File: src/rtl/wb_arb_pkg.sv
// Shared types and defaults for the register-file write-port arbiter.
package wb_arb_pkg;

    localparam int REG_ADDR_W     = 5;
    localparam int XLEN           = 32;
    localparam int DEPTH_DEF      = 2;
    localparam int STARVE_MAX_DEF = 4;

    typedef enum logic [0:0] {
        S_NORM  = 1'b0,
        S_DRAIN = 1'b1
    } state_e;

endpackage

File: src/rtl/wb_arb_fifo.sv
// Small synchronous FIFO buffering long-latency results; DEPTH must be a power of two.
module wb_arb_fifo
    import wb_arb_pkg::*;
#(
    parameter int DEPTH = DEPTH_DEF,
    parameter int W     = REG_ADDR_W + XLEN
) (
    input  logic                     clk,
    input  logic                     rst_n,
    input  logic                     push_i,
    input  logic                     pop_i,
    input  logic [W-1:0]             wdata_i,
    output logic [W-1:0]             rdata_o,
    output logic [$clog2(DEPTH):0]   count_o
);

    localparam int PW = $clog2(DEPTH);

    logic [W-1:0]  mem_q [DEPTH];
    logic [PW-1:0] wptr_q, rptr_q;
    logic [PW:0]   count_q;

    // Pointers wrap naturally because DEPTH is a power of two.
    always_ff @(posedge clk or negedge rst_n) begin
        if (!rst_n) begin
            wptr_q  <= '0;
            rptr_q  <= '0;
            count_q <= '0;
        end else begin
            if (push_i) wptr_q <= wptr_q + PW'(1);
            if (pop_i)  rptr_q <= rptr_q + PW'(1);
            case ({push_i, pop_i})
                2'b10:   count_q <= count_q + (PW+1)'(1);
                2'b01:   count_q <= count_q - (PW+1)'(1);
                default: count_q <= count_q;
            endcase
        end
    end

    always_ff @(posedge clk) begin
        if (push_i) mem_q[wptr_q] <= wdata_i;
    end

    assign rdata_o = mem_q[rptr_q];
    assign count_o = count_q;

endmodule

File: src/rtl/wb_arbiter.sv
// Register-file write-port arbiter: pipeline write-back vs. buffered long-latency results.
// Define WB_ARB_STARVE_EN to enable the starvation counter and the one-cycle S_DRAIN stall.
module wb_arbiter
    import wb_arb_pkg::*;
#(
    parameter int DEPTH      = DEPTH_DEF,
    parameter int STARVE_MAX = STARVE_MAX_DEF
) (
    input  logic                     clk,
    input  logic                     rst_n,
    input  logic                     pipe_we_i,
    input  logic [REG_ADDR_W-1:0]    pipe_waddr_i,
    input  logic [XLEN-1:0]          pipe_wdata_i,
    input  logic                     lu_valid_i,
    output logic                     lu_ready_o,
    input  logic [REG_ADDR_W-1:0]    lu_waddr_i,
    input  logic [XLEN-1:0]          lu_wdata_i,
    output logic                     pipe_stall_o,
    output logic                     rf_we_o,
    output logic [REG_ADDR_W-1:0]    rf_waddr_o,
    output logic [XLEN-1:0]          rf_wdata_o,
    output logic [$clog2(DEPTH):0]   buf_count_o
);

    localparam int CNT_W = $clog2(DEPTH) + 1;
    localparam int ENT_W = REG_ADDR_W + XLEN;

    logic                  pipe_req, lu_push, fifo_pop, fifo_nempty, drain;
    logic [ENT_W-1:0]      fifo_head;
    logic                  sel_we;
    logic [REG_ADDR_W-1:0] sel_waddr;
    logic [XLEN-1:0]       sel_wdata;
    logic                  rf_we_q;
    logic [REG_ADDR_W-1:0] rf_waddr_q;
    logic [XLEN-1:0]       rf_wdata_q;

    // Writes to x0 are dropped at the boundary; lu x0 results still complete the handshake.
    assign pipe_req    = pipe_we_i && (pipe_waddr_i != '0);
    assign lu_ready_o  = (buf_count_o < CNT_W'(DEPTH));
    assign lu_push     = lu_valid_i && lu_ready_o && (lu_waddr_i != '0);
    assign fifo_nempty = (buf_count_o != '0);

    wb_arb_fifo #(
        .DEPTH (DEPTH),
        .W     (ENT_W)
    ) u_fifo (
        .clk     (clk),
        .rst_n   (rst_n),
        .push_i  (lu_push),
        .pop_i   (fifo_pop),
        .wdata_i ({lu_waddr_i, lu_wdata_i}),
        .rdata_o (fifo_head),
        .count_o (buf_count_o)
    );

`ifdef WB_ARB_STARVE_EN
    localparam logic [3:0] STARVE_LIM = 4'(STARVE_MAX);

    state_e     state_q, state_d;
    logic [3:0] starve_q, starve_d;

    always_ff @(posedge clk or negedge rst_n) begin
        if (!rst_n) begin
            state_q  <= S_NORM;
            starve_q <= '0;
        end else begin
            state_q  <= state_d;
            starve_q <= starve_d;
        end
    end

    // S_DRAIN always lasts one cycle and returns with the counter cleared.
    always_comb begin
        state_d  = S_NORM;
        starve_d = '0;
        if (state_q == S_NORM && fifo_nempty && !fifo_pop) begin
            if (starve_q + 4'd1 == STARVE_LIM) state_d  = S_DRAIN;
            else                               starve_d = starve_q + 4'd1;
        end
    end

    assign drain = (state_q == S_DRAIN);
`else
    logic unused_starve;
    assign unused_starve = ^STARVE_MAX;
    assign drain         = 1'b0;
`endif

    assign pipe_stall_o = drain;

    always_comb begin
        fifo_pop  = 1'b0;
        sel_we    = 1'b0;
        sel_waddr = '0;
        sel_wdata = '0;
        if (pipe_req && !drain) begin
            sel_we    = 1'b1;
            sel_waddr = pipe_waddr_i;
            sel_wdata = pipe_wdata_i;
        end else if (fifo_nempty) begin
            fifo_pop               = 1'b1;
            sel_we                 = 1'b1;
            {sel_waddr, sel_wdata} = fifo_head;
        end
    end

    always_ff @(posedge clk or negedge rst_n) begin
        if (!rst_n) begin
            rf_we_q    <= 1'b0;
            rf_waddr_q <= '0;
            rf_wdata_q <= '0;
        end else begin
            rf_we_q    <= sel_we;
            rf_waddr_q <= sel_waddr;
            rf_wdata_q <= sel_wdata;
        end
    end

    assign rf_we_o    = rf_we_q;
    assign rf_waddr_o = rf_waddr_q;
    assign rf_wdata_o = rf_wdata_q;

endmodule

File: config.mk
export PLATFORM = sky130hd
export DESIGN_NAME = wb_arbiter
export DESIGN_NICKNAME = d
export VERILOG_FILES = /design/src/rtl/wb_arb_pkg.sv /design/src/rtl/wb_arb_fifo.sv /design/src/rtl/wb_arbiter.sv
export SDC_FILE = /design/constraint.sdc
export NUM_CORES = 1
export LEC_CHECK = 0
export ABC_AREA = 0
export CORE_ASPECT_RATIO = 0.7
export CORE_MARGIN = 10
export CORE_UTILIZATION = 40
export CTS_CLUSTER_SIZE = 25
export DETAILED_ROUTE_END_ITERATION = 10
export GPL_TIMING_DRIVEN = 0
export HOLD_SLACK_MARGIN = 0.03
export PLACE_DENSITY_LB_ADDON = 0.1
export SYNTH_ARGS = -nofsm -noshare
export SYNTH_HDL_FRONTEND = slang
export SYNTH_SLANG_ARGS = --single-unit
File: constraint.sdc
create_clock -name clk -period 3.28 [get_ports clk]
set_input_delay 0.984 -clock clk [delete_from_list [all_inputs] [get_ports clk]]
set_output_delay 0.984 -clock clk [all_outputs]
set_load 0.005 [all_outputs]
==> out/qor.yml, run 1 <==
setup_path:
  ff2ff_path_depth: 6
  r2r-start: "u_fifo.count_o[0]"
  end_kind: "flip-flop"
  r2r_slack_ns: 1.36
  critPathLaunchType: "input port"
  crit_chain: "clkdlybuf4s50_1, or4_1, o211ai_2, ha_1, nor2_1, xnor2_1"
  cp_data_arrival_time_ns: 2.93
  path_class: "in -> reg"
  crit_slowest_cell: "or4_1"
  critical-path-top-delay-family: "simple AND/OR/NAND/NOR gates"
  cp_max_fo: 4
  slowest_delay_ns: 0.56
  required_ns: 3.61
  critPathBufInv: 1
  r2r_end: "u_fifo.count_o[1]"
placement:
  numPlacedInstances: 538
  place_congestion: 0.704
  dp_hpwl_um: 6920
  portBuffers: 117
status:
  outcome: "finished, final reports clean"
detailed_routing:
  wl_per_cell_um: 17.6
  vias_per_cell: 4.55
  ant_nets: 0
  drt_wl_total_um: 10000
  firstDrtPassIters: 7
  drtIter0Drc: 72
  drc: 0
  via_count: 2593
cts:
  cts_hold_buf: 0
  htree_levels: 4
  worstSkewPairLatency_ns: 0.41
  post_cts_buffers: 0
  cts_buffers: 17
  cts_tree: "yes"
  clk_pin_slew_ns: 0.05
  clk_root_buffer_cell: "clkbuf_16"
  clockBufferDepth: 2
  cts.repair.resized: 0
  clkSinkCount: 116
sta:
  hold_viol: 0
  rsz0062_at_grt: "no"
  fin_skew_ns: 0.00778
  setup_violations: 0
  final_max_slew_viol_count: 0
  worst_slew_pin_slew_ns: 0.506
  fin_crit_ns: 2.60
  max_freq_ghz: 0.384
  slew_headroom: 0.662
  timing.final.crit_share: 0.794
layout:
  num-nets-final: 483
  n_fill_cell: 866
  layout-drive-gt1-share: 0.194
  antenna_cells: 0
  syn_to_final_growth_pct: 45.1
  final_cells: 570
  utilization: 0.588
yosys:
  synth_area_sq_um: 4430
  yosysSeqAreaShare: 0.738
  ys_types: 24
  ys_warn_count: 0
  synthesis.nets: 344
  netlist_instances: 265
  ys_ff_latch: 116
  syn_avg_cell_area_sq_um: 16.7
  synth_flop_cell: "edfxtp_1"
  synthArstFlopShare: 0.362
  synth-edff-count: 74
floorplan:
  core_sq_um: 10900
  die_x_um: 146
  dieArea_sq_um: 15800
  start_util: 0.406
  die_h_um: 108
  ioPinCount: 120
  core.rowCount: 32
global_routing:
  grt_max_degree: 27
  track_usage: 0.132
  antenna_found_initial: 0
  grt_pass1_vias: 2829
  grt_remaining_overflow: 0
  grt_pass1_wl_um: 15700
pwr:
  irDropWorstVdd_uv: 463
  leakagePower_uw: 0.00247
  seqPwrFrac: 0.390
  p_comb_frac: 0.276
  switchingPower_uw: 1370
  p_int_uw: 3810
  p_sw_frac: 0.264
  p_per_area_nw_per_um2: 804
  clockPowerShare: 0.335
min_path:
  hp-class: "in -> async"
job:
  max-cap-violations: 0
==> layout make-up <==
class                   count  area (sq um)  area share
flip-flops and latches    116          3270       0.509
multi-input cells         133          1080       0.168
plain buffers              14          87.6      0.0136
clock inverters             9          77.6      0.0121
clock buffers              23           488      0.0759
well taps                 153           191      0.0298
inverters                   2          7.51     0.00117
repair buffers            120          1230       0.191
==> stage by stage <==
step           area, sq um  total power, uW  setup TNS, ns  setup WS [ns]  hold slack [ns]
2_1_floorplan         4430             2780              0         0.0644            0.468
3_3_place_gp          5800             3460        -124.95          -1.61            0.482
3_5_place_dp          5870             3500              0          0.252            0.526
4_1_cts               6430             5260              0          0.676            0.533
5_1_grt               6430             5450              0          0.582            0.538
6_report              6430             5170              0          0.675            0.520
==> cell usage in the layout, fill, tap and decap left out, drive strengths merged <==
cell             n
clkbuf          28
nand2            6
inv              2
mux2            32
o31ai            5
or3              1
ha               1
or2              1
bufinv           1
nor3             1
o21ai            2
mux2i           37
clkinv           5
xnor2            4
dfrtp           42
o211ai           1
o2bb2ai          1
nor2            38
o21a             1
conb             1
clkdlybuf4s50  116
edfxtp          74
or4              1
clkinvlp         3
buf             13
==> state kept, by name, summed over array words and instances, names as in the netlist <==
name / cells
rf_waddr_o: 5
rf_wdata_o: 32
rf_we_o: 1
u_fifo.count_o: 2
u_fifo.mem_q: 74
u_fifo.rptr_q: 1
u_fifo.wptr_q: 1
==> per-layer routing <==
metal | global-route usage | vias up | share of wire
met5 | 0 | - | 0
met4 | 0.0518 | 0 | 0.0099
met3 | 0.0722 | 13 | 0.098
met2 | 0.199 | 83 | 0.47
met1 | 0.155 | 1253 | 0.43
li1 | - | 1244 | -
==> cells in the mapped netlist (2+ instances only) <==
cell       n  area, sq um
o31ai_1    5         37.5
inv_1      2         7.51
edfxtp_1  74         2220
mux2i_1   37          370
buf_2      4         20.0
nor2_1    38          143
xnor2_1    4         35.0
buf_6      3         33.8
nand2_1    6         22.5
mux2_2    32          360
dfrtp_1   42         1050
buf_4      2         15.0
clkbuf_1   5         18.8
==> power groups by stage <==
stage | Combinational, uW | Sequential (uW) | Clock (uW)
floorplan | 722 | 2060 | 0
global placement | 1410 | 2050 | 0
detailed placement | 1460 | 2040 | 0
CTS | 1470 | 2020 | 1770
global route | 1570 | 2050 | 1830
finish | 1430 | 2020 | 1730
==> logic make-up after synthesis <==
kind of cell / after synthesis / synth area share
AO/OA/AOI/OAI: 10 / 0.0198
XOR/XNOR: 4 / 0.00790
adder cells (fa/ha/maj): 1 / 0.00282
buffers and inverters: 16 / 0.0215
flip-flops: 116 / 0.738
multiplexers: 69 / 0.165
other: 1 / 0.000846
AND/OR/NAND/NOR: 48 / 0.0440
==> worst max-delay path by stage <==
stage	slack, ns	cells past startpoint	startpoint	to
final	0.68	6	lu_waddr_i[1]	u_fifo.count_o[1]
after global routing	0.58	6	lu_waddr_i[1]	u_fifo.count_o[1]
after CTS	0.68	6	lu_waddr_i[1]	u_fifo.count_o[1]
after detailed placement	0.25	6	lu_waddr_i[1]	u_fifo.count_o[1]
after global placement	-1.61	4	lu_waddr_i[3]	u_fifo.mem_q[0][19]
after floorplan	0.06	3	lu_waddr_i[0]	u_fifo.mem_q[0][0]
Note: power is estimated with default switching activity, not from simulation.
==> run 2, diff against run 1 <==
==> constraint.sdc (replaced) <==
create_clock -name clk -period 2.15 [get_ports clk]
set_input_delay 0.645 -clock clk [delete_from_list [all_inputs] [get_ports clk]]
set_output_delay 0.645 -clock clk [all_outputs]
set_load 0.005 [all_outputs]
==> run 2 against run 1 <==
Wire length fell by 1.0%. Sequential power rose by 52%. Critical path depth did not move. Flip-flop and latch count did not move. Largest cell class unchanged.
==> out/qor.yml, run 2 (same netlist as run 1, synthesis figures left out) <==
floorplan:
  start_util: 0.406  # unchanged
  die_x_um: 146  # unchanged
  dieArea_sq_um: 15800  # unchanged
  core.rowCount: 32  # unchanged
  die_h_um: 108  # unchanged
  core_sq_um: 10900  # unchanged
  ioPinCount: 120  # unchanged
layout:
  syn_to_final_growth_pct: 50.0
  utilization: 0.608  # +0.0198
  antenna_cells: 0  # unchanged
  layout-drive-gt1-share: 0.222  # +0.0275
  final_common_cell: "clkdlybuf4s50_1"
  top_register: "u_fifo.mem_q"
  largest_reg_flops: 74  # unchanged
  num-nets-final: 490  # +1.4%
  final_cell_mix: "clkdlybuf4s50_1, edfxtp_1, dfrtp_1"
  n_fill_cell: 855  # -1.3%
global_routing:
  grt_pass1_vias: 2927  # +3.5%
  gr-usage-met2: 0.204  # +0.00488
  use_met1: 0.157  # +0.00145
  met3_usage: 0.0601  # -0.0121
  top_usage_layer: "met2"
  grt_pass1_wl_um: 15600  # -0.31%
  antenna_found_initial: 0  # unchanged
  grt_remaining_overflow: 0  # unchanged
  track_usage: 0.129  # -0.00237
  grt_max_degree: 24  # -11%
pwr:
  switchingPower_uw: 2160  # +58%
  seqPwrFrac: 0.366  # -0.024
  p_int_uw: 6260  # +65%
  p_comb_frac: 0.277  # about the same
  p_per_area_nw_per_um2: 1270  # +58%
  p_sw_frac: 0.257  # -0.00768
  irDropWorstVdd_uv: 790  # +71%
  leakagePower_uw: 0.00256  # +3.7%
  clockPowerShare: 0.358  # +0.023
cts:
  clockBufferDepth: 2  # unchanged
  cts_hold_buf: 0  # unchanged
  clk_pin_slew_ns: 0.06  # about the same
  clkSinkCount: 116  # unchanged
  clk_root_buffer_cell: "clkbuf_16"
  cts_buffers: 17  # unchanged
  worstSkewPairLatency_ns: 0.40  # about the same
  cts_tree: "yes"
  htree_levels: 4  # unchanged
placement:
  portBuffers: 117  # unchanged
  place_congestion: 0.705  # about the same
  dp_slack_ns: -0.570  # -0.823 ns
  dp_hpwl_um: 6920  # about the same
setup_path:
  end_kind: "flip-flop"
  path_class: "in -> reg"
  critPathLaunchType: "input port"
  cp_data_arrival_time_ns: 2.27  # -0.66 ns
  cp_max_fo: 21  # +17
  required_ns: 2.29  # -1.32 ns
detailed_routing:
  vias_per_cell: 4.59  # +0.84%
  ant_nets: 0  # unchanged
  wl_per_cell_um: 17.2  # -2.2%
  firstDrtPassIters: 4  # -3
  drtIter0Drc: 95  # +32%
  drt_wl_total_um: 9930  # -1.0%
  via_count: 2647  # +2.1%
  drc: 0  # unchanged
sta:
  hold_viol: 0  # unchanged
  worst_slew_pin_slew_ns: 0.551  # +0.0447 ns
  setup_violations: 0  # unchanged
  fin_crit_ns: 2.12
  setup_slack_ns: 0.0250  # -0.650 ns
  slew_headroom: 0.633  # -0.0298
  max_freq_ghz: 0.471
  timing.final.crit_share: 0.988
  fin_skew_ns: 0.0104  # +0.00264 ns
  final_max_slew_viol_count: 0  # unchanged
min_path:
  hp-class: "in -> async"
job:
  max-cap-violations: 0  # unchanged
status:
  outcome: "finished, final reports clean"
==> run 2: layer usage <==
metal / share of wire / vias up
li1: - / 1262
met1: 0.43 / 1292
met2: 0.48 / 87
met3: 0.082 / 6
met4: 0.0071 / 0
met5: 0 / -
==> run 2: final cells by class <==
class,instances,area (sq um),area share
inverters,2,7.51,0.00113
multi-input cells,133,1120,0.168
well taps,153,191,0.0288
clock inverters,14,209,0.0314
plain buffers,14,88.8,0.0134
flip-flops and latches,116,3270,0.492
clock buffers,18,429,0.0646
repair buffers,127,1330,0.200
==> run 2: power by group through the flow <==
stage          sequential [uW]  combinational (uW)  clock, uW
6_report                  3080                2330       3010
5_1_grt                   3130                2570       3180
4_1_cts                   3090                2350       3080
3_5_place_dp              3120                2250          0
3_3_place_gp              3120                2150          0
2_1_floorplan             3140                1110          0
==> run 2: timing repair <==
item / CTS / global route
endpoints found under the hold margin: 0 / 0
endpoints found under the setup margin: 45 / 30
pin swaps: 1 / 2
setup buffers: 3 / 4
resized for setup: 3 / 8
==> run 2: worst max-delay path, stage by stage <==
cell,delay [ns]
clkdlybuf4s50_1,0.44
or4_4,0.57
o211ai_4,0.24
buf_12,0.15
nor2_4,0.05
buf_16,0.17
==> run 2: worst paths after layout <==
path / end / startpoint / cells past startpoint / slack [ns]
worst min register to register: u_fifo.wptr_q / u_fifo.wptr_q / 1 / 0.55
worst max register to register: rf_wdata_o[23] / u_fifo.count_o[1] / 4 / 0.34
min in group clk: u_fifo.wptr_q / u_fifo.wptr_q / 1 / 0.55
worst max-delay path: u_fifo.mem_q[1][21] / lu_waddr_i[1] / 6 / 0.03
worst min-delay path: rf_waddr_o[1] / rst_n / 1 / 0.23
max in group asynchronous: rf_wdata_o[15] / rst_n / 2 / 1.40
==> run 2: through the flow <==
stage | power, uW | hold WS (ns) | setup TNS [ns] | cells | area [sq um]
3_3_place_gp | 5270 | 0.500 | -147.15 | 535 | 5800
2_1_floorplan | 4250 | 0.349 | -9.30 | 265 | 4440
5_1_grt | 8890 | 0.252 | -0.000538 | 577 | 6650
6_report | 8430 | 0.226 | 0 | 577 | 6650
3_5_place_dp | 5370 | 0.536 | -48.43 | 538 | 5880
4_1_cts | 8510 | 0.238 | 0 | 573 | 6590
==> run 3, diff against run 2 <==
--- a/config.mk
+++ b/config.mk
@@ -12,8 +12,9 @@
 export CTS_CLUSTER_SIZE = 25
 export DETAILED_ROUTE_END_ITERATION = 10
 export GPL_TIMING_DRIVEN = 0
-export HOLD_SLACK_MARGIN = 0.03
+export HOLD_SLACK_MARGIN = 0.1
 export PLACE_DENSITY_LB_ADDON = 0.1
+export SLEW_MARGIN = 20
 export SYNTH_ARGS = -nofsm -noshare
 export SYNTH_HDL_FRONTEND = slang
 export SYNTH_SLANG_ARGS = --single-unit
==> constraint.sdc (replaced) <==
create_clock -name clk -period 1.72 [get_ports clk]
set_input_delay 0.516 -clock clk [delete_from_list [all_inputs] [get_ports clk]]
set_output_delay 0.516 -clock clk [all_outputs]
set_load 0.005 [all_outputs]
==> run 3 against run 2 <==
The flow now finishes with violations (setup timing). Cell count is 2.9% higher. Setup slack worse by 0.037 ns. First-iteration DRC count is 49% higher. Global-route usage grew 0.76 points. Critical path type is now reg -> reg. Largest cell class unchanged. Largest power group unchanged.
==> out/qor.yml, run 3 (same netlist as run 1, synthesis figures left out) <==
status:
  outcome: "finished, violations left"
  violations: "setup timing"
cts:
  worstSkewPairLatency_ns: 0.41  # about the same
  cts_hold_buf: 0  # unchanged
  htree_levels: 4  # unchanged
  clk_pin_slew_ns: 0.05  # about the same
  clk_root_buffer_cell: "clkbuf_16"
  clockBufferDepth: 2  # unchanged
  cts_tree: "yes"
  clkSinkCount: 116  # unchanged
  cts_buffers: 17  # unchanged
sta:
  timing.final.crit_share: 1.01
  setup_violations: 17  # +17
  slew_headroom: 0.601  # -0.0311
  fin_crit_ns: 1.73
  hold_viol: 0  # unchanged
  rsz0062_at_grt: "yes"
  setup_slack_ns: -0.0120  # -0.0370 ns
  fin_skew_ns: 0.00845  # -0.00198 ns
  hold_slack_ns: 0.113  # -0.113 ns
  final_max_slew_viol_count: 0  # unchanged
  worst_slew_pin_slew_ns: 0.598  # +0.0466 ns
  tns_ns: -0.101  # -0.101 ns
  max_freq_ghz: 0.577
detailed_routing:
  ant_nets: 0  # unchanged
  firstDrtPassIters: 4  # unchanged
  drt_wl_total_um: 10300  # +4.0%
  vias_per_cell: 4.54  # -1.1%
  wl_per_cell_um: 17.4  # +0.99%
  drtIter0Drc: 142  # +49%
  via_count: 2696  # +1.9%
  drc: 0  # unchanged
floorplan:
  dieArea_sq_um: 15800  # unchanged
  die_h_um: 108  # unchanged
  ioPinCount: 120  # unchanged
  start_util: 0.406  # unchanged
  core_sq_um: 10900  # unchanged
  core.rowCount: 32  # unchanged
  die_x_um: 146  # unchanged
pwr:
  p_per_area_nw_per_um2: 1500  # +19%
  seqPwrFrac: 0.368  # +0.002
  clockPowerShare: 0.319  # -0.039
  switchingPower_uw: 2820  # +30%
  p_int_uw: 7580  # +21%
  irDropWorstVdd_uv: 1040  # +31%
  leakagePower_uw: 0.00286  # +12%
  p_sw_frac: 0.271  # +0.0146
  fin_total_pwr_uw: 10400  # +23%
  p_comb_frac: 0.312  # +0.035
setup_path:
  critPathBufInv: 6  # +3
  path_class: "reg -> reg"
  r2r_end: "u_fifo.mem_q[1][3]"
  crit_chain: "buf_6, inv_4, buf_6, o211ai_4, buf_6, nor2_4, buf_4, buf_16"
  cp.depth: 8  # +2
  crit_end: "u_fifo.mem_q[1][3]"
  crit_path_frequent_cell: "buf_6"
  slowest_delay_ns: 0.43  # -0.14 ns
  r2r_slack_ns: -0.01  # -0.35 ns
  cp_max_fo: 9  # -57%
  crit_slowest_cell: "dfrtp_2"
  cp_data_arrival_time_ns: 1.85  # -0.42 ns
  end_kind: "flip-flop"
  startpoint: "u_fifo.count_o[1]"
  critPathLaunchType: "flip-flop"
  r2r-start: "u_fifo.count_o[1]"
  ff2ff_path_depth: 8  # +4
  critical-path-top-delay-family: "buffers and inverters"
  required_ns: 1.84  # -0.45 ns
global_routing:
  antenna_found_initial: 0  # unchanged
  track_usage: 0.137  # +0.00755
  grt_pass1_wl_um: 16400  # +4.8%
  grt_pass1_vias: 2989  # +2.1%
  grt_max_degree: 23  # -4.2%
  grt_remaining_overflow: 0  # unchanged
placement:
  place_congestion: 0.711  # +0.97%
  postPlaceCellArea_sq_um: 6020  # +2.3%
  dp_slack_ns: -0.866  # -0.296 ns
  portBuffers: 117  # unchanged
  dp_hpwl_um: 7100  # +2.6%
min_path:
  hp-class: "in -> async"
layout:
  final_area_sq_um: 6920  # +4.2%
  layout-drive-gt1-share: 0.272  # +0.0504
  final_cell_mix: "edfxtp_1, clkdlybuf4s50_1, dlygate4sd2_1"
  top_register: "u_fifo.mem_q"
  final_common_cell: "edfxtp_1"
  antenna_cells: 0  # unchanged
  num-nets-final: 507  # +3.5%
  largest_reg_flops: 74  # unchanged
  syn_to_final_growth_pct: 56.2
job:
  max-cap-violations: 0  # unchanged
==> run 3: cell count changes in the layout (fill, tap and decap cells not counted), sizes merged, moves of 2 or more <==
cell,previous run,this run
buf,20,39
bufinv,5,2
clkdlybuf4s15,0,2
clkdlybuf4s50,116,65
clkinvlp,2,5
dlygate4sd2,0,44
==> run 3: per-layer routing <==
metal | vias to the layer above | track usage | wire length (um)
li1 | 1290 | - | -
met1 | 1315 | 0.167 | 4520
met2 | 83 | 0.212 | 4910
met3 | 8 | 0.0626 | 810
met4 | 0 | 0.0475 | 87
met5 | - | 0 | 0
==> run 3: final cells by class <==
cell class,instances,area (sq um)
buffer,12,91.3
clock buffer,17,425
clock inverter,15,140
fill,817,4010
inverter,2,10.0
multi-input combinational,133,1240
sequential,116,3270
tap,153,191
timing repair buffer,146,1550
==> run 3: power groups by stage <==
stage | combinational [uW] | sequential, uW | clock [uW]
after detailed placement | 3000 | 3910 | 0
final | 3250 | 3830 | 3320
after CTS | 3200 | 3830 | 3390
after global placement | 2880 | 3900 | 0
after global routing | 3550 | 3890 | 3530
after floorplan | 1580 | 3930 | 0
==> run 3: per-stage QoR <==
stage                util  instances
floorplan               -        265
global placement    0.543        535
detailed placement  0.551        538
CTS                 0.627        589
global route        0.633        594
finish              0.633        594
==> run 3: worst min-delay path by stage <==
| stage | slack [ns] | startpoint | end | cells after the start |
|---|---|---|---|---|
| global route | 0.15 | rst_n | rf_wdata_o[24] | 1 |
| floorplan | 0.22 | rst_n | rf_waddr_o[0] | 0 |
| global placement | 0.52 | u_fifo.count_o[0] | u_fifo.count_o[0] | 1 |
| detailed placement | 0.52 | u_fifo.count_o[0] | u_fifo.count_o[0] | 1 |
| finish | 0.11 | rst_n | rf_wdata_o[23] | 1 |
| CTS | 0.14 | rst_n | rf_wdata_o[23] | 1 |
==> run 3: worst reg2reg max path: stages, from the launching register on <==
cell and delay, ns:
dfrtp_2 0.43, buf_6 0.13, inv_4 0.04, buf_6 0.10
o211ai_4 0.10, buf_6 0.14, nor2_4 0.21, buf_4 0.18
buf_16 0.13
==> run 3: repair_timing <==
| item | CTS | global route |
|---|---|---|
| pin swaps | 8 | 6 |
| resized for setup | 83 | 16 |
| endpoints found under the setup margin | 151 | 86 |
| cloned | 4 | 1 |
| setup buffers | 16 | 6 |
| endpoints found under the hold margin | 0 | 0 |
